File: src/rtl/dm_store_logger.sv
// dm_store_logger
// ----------------
// Store-trace buffer for the data-memory port of the pipelined core. Every
// cycle with DM_writeEnable high, the store {DM_addr, DM_writeData, ts} goes
// into a circular FIFO. A host consumer drains the FIFO head. When the FIFO is
// full, a store is dropped, counted and flagged. The processor is never
// stalled.
//
// Handshake: out_valid is high whenever the FIFO holds at least one entry.
// The head entry transfers on any rising edge where out_valid and out_ready
// are both high. out_valid never depends on out_ready. out_ready only changes
// state at the next edge. The head fields are first-word-fall-through and
// stay stable until they are popped.
//
// Ports:
//   CLOCK_50        single clock, rising edge
//   reset           asynchronous active-low reset
//   DM_writeEnable  store strobe, one store per high cycle
//   DM_addr         store byte address (N bits)
//   DM_writeData    store data (N bits)
//   clear           synchronous flush of FIFO, drop counter and overflow flag
//   out_ready       consumer accepts the head entry this cycle
//   out_valid       head entry present
//   out_addr        head entry address
//   out_data        head entry data
//   out_ts          head entry timestamp
//   count           occupancy, 0..DEPTH
//   drop_count      saturating count of dropped stores
//   overflow        sticky, set by any dropped store
//
// DEPTH must be a power of two and at least 2, so the pointers wrap by
// natural overflow.

module dm_store_logger #(
    parameter int N      = 64,
    parameter int DEPTH  = 16,
    parameter int TS_W   = 32,
    parameter int DROP_W = 16
) (
    input  logic                     CLOCK_50,
    input  logic                     reset,
    input  logic                     DM_writeEnable,
    input  logic [N-1:0]             DM_addr,
    input  logic [N-1:0]             DM_writeData,
    input  logic                     clear,
    input  logic                     out_ready,
    output logic                     out_valid,
    output logic [N-1:0]             out_addr,
    output logic [N-1:0]             out_data,
    output logic [TS_W-1:0]          out_ts,
    output logic [$clog2(DEPTH):0]   count,
    output logic [DROP_W-1:0]        drop_count,
    output logic                     overflow
);

    localparam int AW = $clog2(DEPTH);
    localparam int CW = AW + 1;
    localparam int EW = 2 * N + TS_W;

    typedef logic [CW-1:0] count_t;

    logic [EW-1:0]     mem [DEPTH];
    logic [AW-1:0]     wr_ptr;
    logic [AW-1:0]     rd_ptr;
    logic [TS_W-1:0]   ts;
    logic [EW-1:0]     head;

    logic full;
    logic pop;
    logic push_ok;
    logic drop;

    assign out_valid = (count != '0);
    assign full      = (count == count_t'(DEPTH));
    assign pop       = out_valid & out_ready & ~clear;
    // When the FIFO is full, a store is still accepted if the head leaves in
    // the same cycle.
    assign push_ok   = DM_writeEnable & ~clear & (~full | pop);
    assign drop      = DM_writeEnable & ~clear & full & ~pop;

    // The head fields are gated with out_valid. They read 0 after reset or
    // after a flush, even though the storage array is not reset.
    assign head     = mem[rd_ptr];
    assign out_addr = out_valid ? head[EW-1 -: N]     : '0;
    assign out_data = out_valid ? head[TS_W +: N]     : '0;
    assign out_ts   = out_valid ? head[TS_W-1:0]      : '0;

    // The free-running timestamp ignores clear.
    always_ff @(posedge CLOCK_50 or negedge reset) begin
        if (!reset) begin
            ts <= '0;
        end else begin
            ts <= ts + TS_W'(1);
        end
    end

    // The storage array holds data only, so it has no reset.
    always_ff @(posedge CLOCK_50) begin
        if (push_ok) begin
            mem[wr_ptr] <= {DM_addr, DM_writeData, ts};
        end
    end

    always_ff @(posedge CLOCK_50 or negedge reset) begin
        if (!reset) begin
            wr_ptr     <= '0;
            rd_ptr     <= '0;
            count      <= '0;
            drop_count <= '0;
            overflow   <= 1'b0;
        end else if (clear) begin
            wr_ptr     <= '0;
            rd_ptr     <= '0;
            count      <= '0;
            drop_count <= '0;
            overflow   <= 1'b0;
        end else begin
            if (push_ok) begin
                wr_ptr <= wr_ptr + AW'(1);
            end
            if (pop) begin
                rd_ptr <= rd_ptr + AW'(1);
            end
            case ({push_ok, pop})
                2'b10:   count <= count + count_t'(1);
                2'b01:   count <= count - count_t'(1);
                default: count <= count;
            endcase
            if (drop) begin
                overflow <= 1'b1;
                if (drop_count != '1) begin
                    drop_count <= drop_count + DROP_W'(1);
                end
            end
        end
    end

endmodule

File: config.mk
export PLATFORM = sky130hd
export DESIGN_NAME = dm_store_logger
export DESIGN_NICKNAME = d
export VERILOG_FILES = /design/src/rtl/dm_store_logger.sv
export SDC_FILE = /design/constraint.sdc
export NUM_CORES = 2
export LEC_CHECK = 0
export BUFFER_PORTS_ARGS = -buffer_cell sky130_fd_sc_hd__buf_2
export CAP_MARGIN = 20
export CORE_MARGIN = 5
export CORE_UTILIZATION = 60
export CTS_BUF_LIST = sky130_fd_sc_hd__clkbuf_4 sky130_fd_sc_hd__clkbuf_8
export DETAILED_ROUTE_END_ITERATION = 10
export HOLD_SLACK_MARGIN = 0.12
export PLACE_DENSITY = 0.77
export SYNTH_ARGS = -nofsm -noshare
export SYNTH_HDL_FRONTEND = slang
export SYNTH_SLANG_ARGS = --single-unit
File: constraint.sdc
create_clock -name CLOCK_50 -period 23.3 [get_ports CLOCK_50]
set_input_delay 2.33 -clock CLOCK_50 [delete_from_list [all_inputs] [get_ports CLOCK_50]]
set_output_delay 2.33 -clock CLOCK_50 [all_outputs]
set_load 0.05 [all_outputs]
### Word-level counts from Yosys, hierarchy flattened

Memory sizes are Yosys's and may differ from the RTL's.
Index checks and enable logic that the tools add are counted.

* $add $sub $neg: 6
* $mul: 0
* div/mod/pow operators: 0
* magnitude comparators: 0
* eq/ne operators: 4
* shift operators: 0
* multiplexer cells: 16
* bitwise gates (word level): 10
* reduce and logical (&&, ||, !) cells: 7

Operators with widths (number)
* $mux 64: 2
* $mux 16: 3
* $add 32x1->32 const B: 1
* $mux 32: 1
* $add 16x1->16 const B: 1
* $mux 4: 4
* $ne 16x16->1 const B: 1
* $pmux 5 s2: 1
* $add 4x1->4 const B: 2
* $reduce_bool 2->1: 4
* $and 1x1->1: 6
* $add 5x1->5 const B: 1
* $eq 5x5->1 const B: 1
* $mux 5: 1
* $reduce_bool 5->1: 1
* $sub 5x1->5 const B: 1
* $mux 1: 4
* $not 1->1: 3
* $reduce_bool 3->1: 1
* $eq 2x1->1 const B: 1
* $eq 2x2->1 const B: 1
* $reduce_and 2->1: 1
* $or 1x1->1: 1

* flip-flop bits (word level): 62
* latch bits: 0
* RAM bits: 2560
* memory bits (read-only): 0
* output and inout port bits: 183
* logic and storage cells: 50
* memories: 1

Memories
* mem: depth 16, width 160, read ports 1, clocked after memory_dff 0, wr ports 1, RTL line 62 `logic [EW-1:0] mem [DEPTH];`

### Longest topological paths before layout

* word-level depth: 8
* mapped depth: 10

### Worst setup path after synthesis

OpenSTA, ideal clock, no wires.

* kind: input -> register
* start point: input port DM_writeEnable
* end point: memory mem[0][0] in the netlist's numbering (enable)
* arrival time: 17.962 ns
* setup slack: 4.267 ns
* stages on the path: 4
* path through: clkbuf_1 -> nor2b_1 -> nand2_1 -> nor4_1

* longest elaborated chain between the ends: 4

RTL lines
* start, declared: RTL line 42 `input logic DM_writeEnable,`
* $and 1x1->1 (2 in series): RTL line 78 `assign push_ok = DM_writeEnable & ~clear & (~full | pop);`
* $mux 1: RTL line 99 `if (push_ok) begin`
* $mux 1 (implied by the code): RTL line 100 `mem[wr_ptr] <= {DM_addr, DM_writeData, ts};`
* end, declared: RTL line 62

Every way passes these cells.

### Worst setup path after layout

* start point: register rd_ptr[0]
* end point: output port out_data[37]

* longest elaborated chain between the ends: 2

RTL lines
* start, declared: RTL line 64 `logic [AW-1:0] rd_ptr;`
* start signal, assigned: RTL line 122 `rd_ptr <= rd_ptr + AW'(1);`
* $mem_v2 16x160
* $mux 64: RTL line 85 `assign out_data = out_valid ? head[TS_W +: N] : '0;`
* end, declared: RTL line 49 `output logic [N-1:0] out_data,`

Every way passes these cells.

==> reports/metrics.csv <==
stage,metric,value,unit
outcome,status,"finished, final reports clean",
job,drv_cap,0,
yosys,syn_avg_cell_area,23.52,um2
power_and_ir_drop,comb_power_share,25.1,%
worst_hold_path,holdPathEnd,overflow,
detailed_routing,dr_wl_met2,107800,um
detailed_routing,via_per_inst,6.391,
detailed_routing,drtIter0Drc,5129,
clock_tree,hold_buffers,0,
critical_path,cp-end-kind,primary output,
worst_hold_path,hold-path-cell-count,2,
critical_path,r2r-end,mem[6][65],
grt,grt_antenna_before_repair,43,
timing,fin_crit_sh,35.91,%
clock_tree,cts_made_buffers,413,
power_and_ir_drop,p_sw_share,30.78,%
place,gp_congestion,0.7427,
critical_path,reg2regPathDepth,7,
detailed_routing,first_pass_iters,5,
place,io_buffers,315,
timing,rsz0062_at_grt,false,
grt,grt.total_usage,25.31,%
yosys,ys_seq_area_share,78.65,%
detailed_routing,drcViolationCount,0,
power_and_ir_drop,p_int,8311,uW
clock_tree,clkTransAtPathRegs,0.06,ns
clock_tree,cts_tree,yes,
finish,drive_gt1_share,33.07,%
critical_path,worstSetupPathType,flip-flop to primary output,
timing,setup_viol,0,
die,io_pins,316,
clock_tree,cts_root_buffer,clkbuf_8,
place,hpwl,107300,um
critical_path,critPathMaxFanout,49,
yosys,ys_types,44,
timing,clock.fmax,119.5,MHz
worst_hold_path,hp-start,overflow,
die,die_y,417.7,um
timing,fin_tns_setup,0,ns
grt,grt_max_degree,176,
critical_path,required,20.97,ns
timing,tightest_slew,1.129,ns
detailed_routing,wire_per_inst,29.58,um
yosys,syn_nets,4381,
clock_tree,clockBufferDepth,4,
critical_path,r2r_start,count[2],
grt,grt_pass1_vias,49272,
finish,final_nets,4971,
yosys,ys_ff_latch,2622,
detailed_routing,ant_nets,0,
grt,grt_first_pass_wirelength,322700,um
yosys,yosysWarnings,0,
power_and_ir_drop,switchingPower,3696,uW
finish,area_growth,12.26,%
detailed_routing,top_layer,met5,
die,die_w,417.7,um
critical_path,cp-start-kind,flip-flop,
finish,fin_util,67.77,%
timing,fin_skew,0.06204,ns
critical_path,crit_arrival,6.04,ns
timing,slew_headroom,24.70,%
grt,grt.overflow.total,0,
timing,finalHoldViolCount,0,
clock_tree,cts_resized,0,
die,start_util,60.37,%
detailed_routing,wl_met3,20140,um
detailed_routing,wl,217700,um
clock_tree,post_cts_buffers,0,
clock_tree,clock_sinks,2622,
worst_hold_path,worst_hold_path_type,flip-flop to flip-flop,
die,die_area,0.1745,mm2
yosys,syn_area,0.09972,mm2
critical_path,worst-r2r-setup-slack,18.76,ns
die,num_rows,149,
clock_tree,htreeDepth,5,
detailed_routing,wl_met1,82960,um
power_and_ir_drop,p_per_area,107.3,mW/mm2
clock_tree,clkLatencyLatePin,1.08,ns
detailed_routing,vias,47033,
timing,slew_viol_final,0,
power_and_ir_drop,irDropWorstVdd,94.70,uV
timing,period_needed,8.367,ns
power_and_ir_drop,seq_power_share,43.9,%
power_and_ir_drop,power.leakage,0.03524,uW
power_and_ir_drop,clkPwrFrac,31.0,%
yosys,syn_inst,4239,
die,core_area,0.1652,mm2
## cell families after synthesis
logic type | Yosys count | synth area share, %
xor+xnor | 51 | 0.4479
simple gates | 177 | 0.9624
compound gates | 176 | 1.099
fa+ha+maj | 9 | 0.1129
mux | 965 | 17.72
flops | 2622 | 78.65
buf+inv | 239 | 1.014
## worst max path at each step
| stage | start | endpoint | cells after the start |
|---|---|---|---|
| final | rd_ptr[0] | out_data[37] | 7 |
| after global routing | rd_ptr[0] | out_data[37] | 7 |
| after CTS | rd_ptr[0] | out_data[41] | 7 |
| after detailed placement | rd_ptr[0] | out_data[37] | 7 |
| after global placement | rd_ptr[0] | out_data[37] | 7 |
| after floorplan | DM_writeEnable | mem[0][0] | 4 |
## layer usage
metal  track usage [%]  vias up
met5                 0        -
met4             9.144       10
met3             5.160      417
met1             36.12    24729
met2             39.91     2498
li1                  -    19379
## layout make-up
| class | count | area [um2] |
|---|---|---|
| Sequential cell | 2622 | 78440 |
| Fill cell | 10050 | 53230 |
| Multi-Input combinational cell | 1378 | 20380 |
| Clock buffer | 556 | 6852 |
| Tap cell | 2189 | 2739 |
| Timing Repair Buffer | 403 | 2387 |
| Clock inverter | 179 | 1056 |
| Antenna cell | 21 | 52.55 |
| Inverter | 11 | 41.29 |
## cell usage in the layout (no fill, tap or decap), drive strengths merged, types with 10 or more instances in the layout
cell type / n
buf: 403
bufinv: 10
clkbuf: 556
clkinv: 156
clkinvlp: 10
dfrtp: 62
diode: 21
edfxtp: 2560
inv: 14
mux2i: 324
mux4: 640
nand2: 29
nand3: 24
nand4: 19
nor2: 39
nor3: 10
nor4: 10
o22ai: 160
xnor2: 35
xor2: 16
## state kept, by name, indices dropped and copies added, names as in the netlist
register and flops:
ts 32, count 5, wr_ptr 4, drop_count 16
overflow 1, rd_ptr 4, mem 2560
## per-stage QoR
step	hold WS [ns]	power [uW]	setup slack, ns	std cells	area (um2)
after floorplan	0.5373	7655	4.267	4239	99720
after global placement	0.4842	8381	15.80	6599	103900
after detailed placement	0.4933	8406	15.77	6599	103900
after CTS	0.5106	12110	14.59	7334	111800
after global routing	0.5573	12490	14.29	7356	111900
final	0.5101	12010	14.93	7359	111900
## power by group through the flow
stage / registers (uW) / clock network [uW] / logic [uW]
final: 5270 / 3720 / 3010
after global routing: 5280 / 4030 / 3180
after CTS: 5270 / 3790 / 3040
after detailed placement: 5370 / 0 / 3040
after global placement: 5370 / 0 / 3010
after floorplan: 5360 / 0 / 2290
## synthesized netlist by cell type
| cell type | number | area (um2) |
|---|---|---|
| o21ai_1 | 1 | 5.000 |
| nor4_4 | 1 | 21.27 |
| edfxtp_1 | 2560 | 76870 |
| clkbuf_1 | 111 | 416.7 |
| or3b_2 | 1 | 8.760 |
| and2_1 | 9 | 56.30 |
| nor3_1 | 10 | 50.05 |
| nand2b_1 | 5 | 31.28 |
| a22oi_1 | 1 | 7.510 |
| mux4_2 | 640 | 14410 |
| ha_1 | 9 | 112.6 |
| nor2b_1 | 2 | 12.51 |
| or2_2 | 1 | 6.260 |
| nor4b_1 | 2 | 17.52 |
| buf_6 | 2 | 22.52 |
| nand4bb_1 | 1 | 11.26 |
| and3_1 | 9 | 56.30 |
| o31ai_1 | 1 | 7.510 |
| o21ai_0 | 4 | 20.02 |
| nand3_1 | 24 | 120.1 |
| a31oi_1 | 2 | 12.51 |
| inv_1 | 11 | 41.29 |
| or4_4 | 1 | 11.26 |
| nor4_1 | 7 | 43.79 |
| and4_1 | 5 | 43.79 |
| mux2_2 | 1 | 11.26 |
| o22ai_1 | 160 | 1001 |
| or2_1 | 1 | 6.260 |
| nand3b_1 | 1 | 7.510 |
| xor2_1 | 16 | 140.1 |
| xnor2_1 | 35 | 306.5 |
| dfrtp_1 | 62 | 1551 |
| buf_1 | 36 | 135.1 |
| nor2_1 | 39 | 146.4 |
| a211o_1 | 1 | 8.760 |
| nor3b_1 | 5 | 37.54 |
| nor4_2 | 2 | 25.02 |
| mux2i_1 | 324 | 3243 |
| o41ai_1 | 1 | 8.760 |
| or3_1 | 3 | 18.77 |
| nand2_1 | 29 | 108.9 |
| buf_2 | 79 | 395.4 |
| nand4_1 | 19 | 118.9 |
| a21oi_1 | 5 | 25.02 |
## worst max-delay path: stages, from the launching register on
cell,delay [ns]
dfrtp_4,1.09
buf_4,0.80
buf_4,0.85
buf_4,0.83
mux4_2,0.61
mux2i_1,0.17
o22ai_1,0.20
buf_2,0.31
Power figures use the tool's default switching activity.
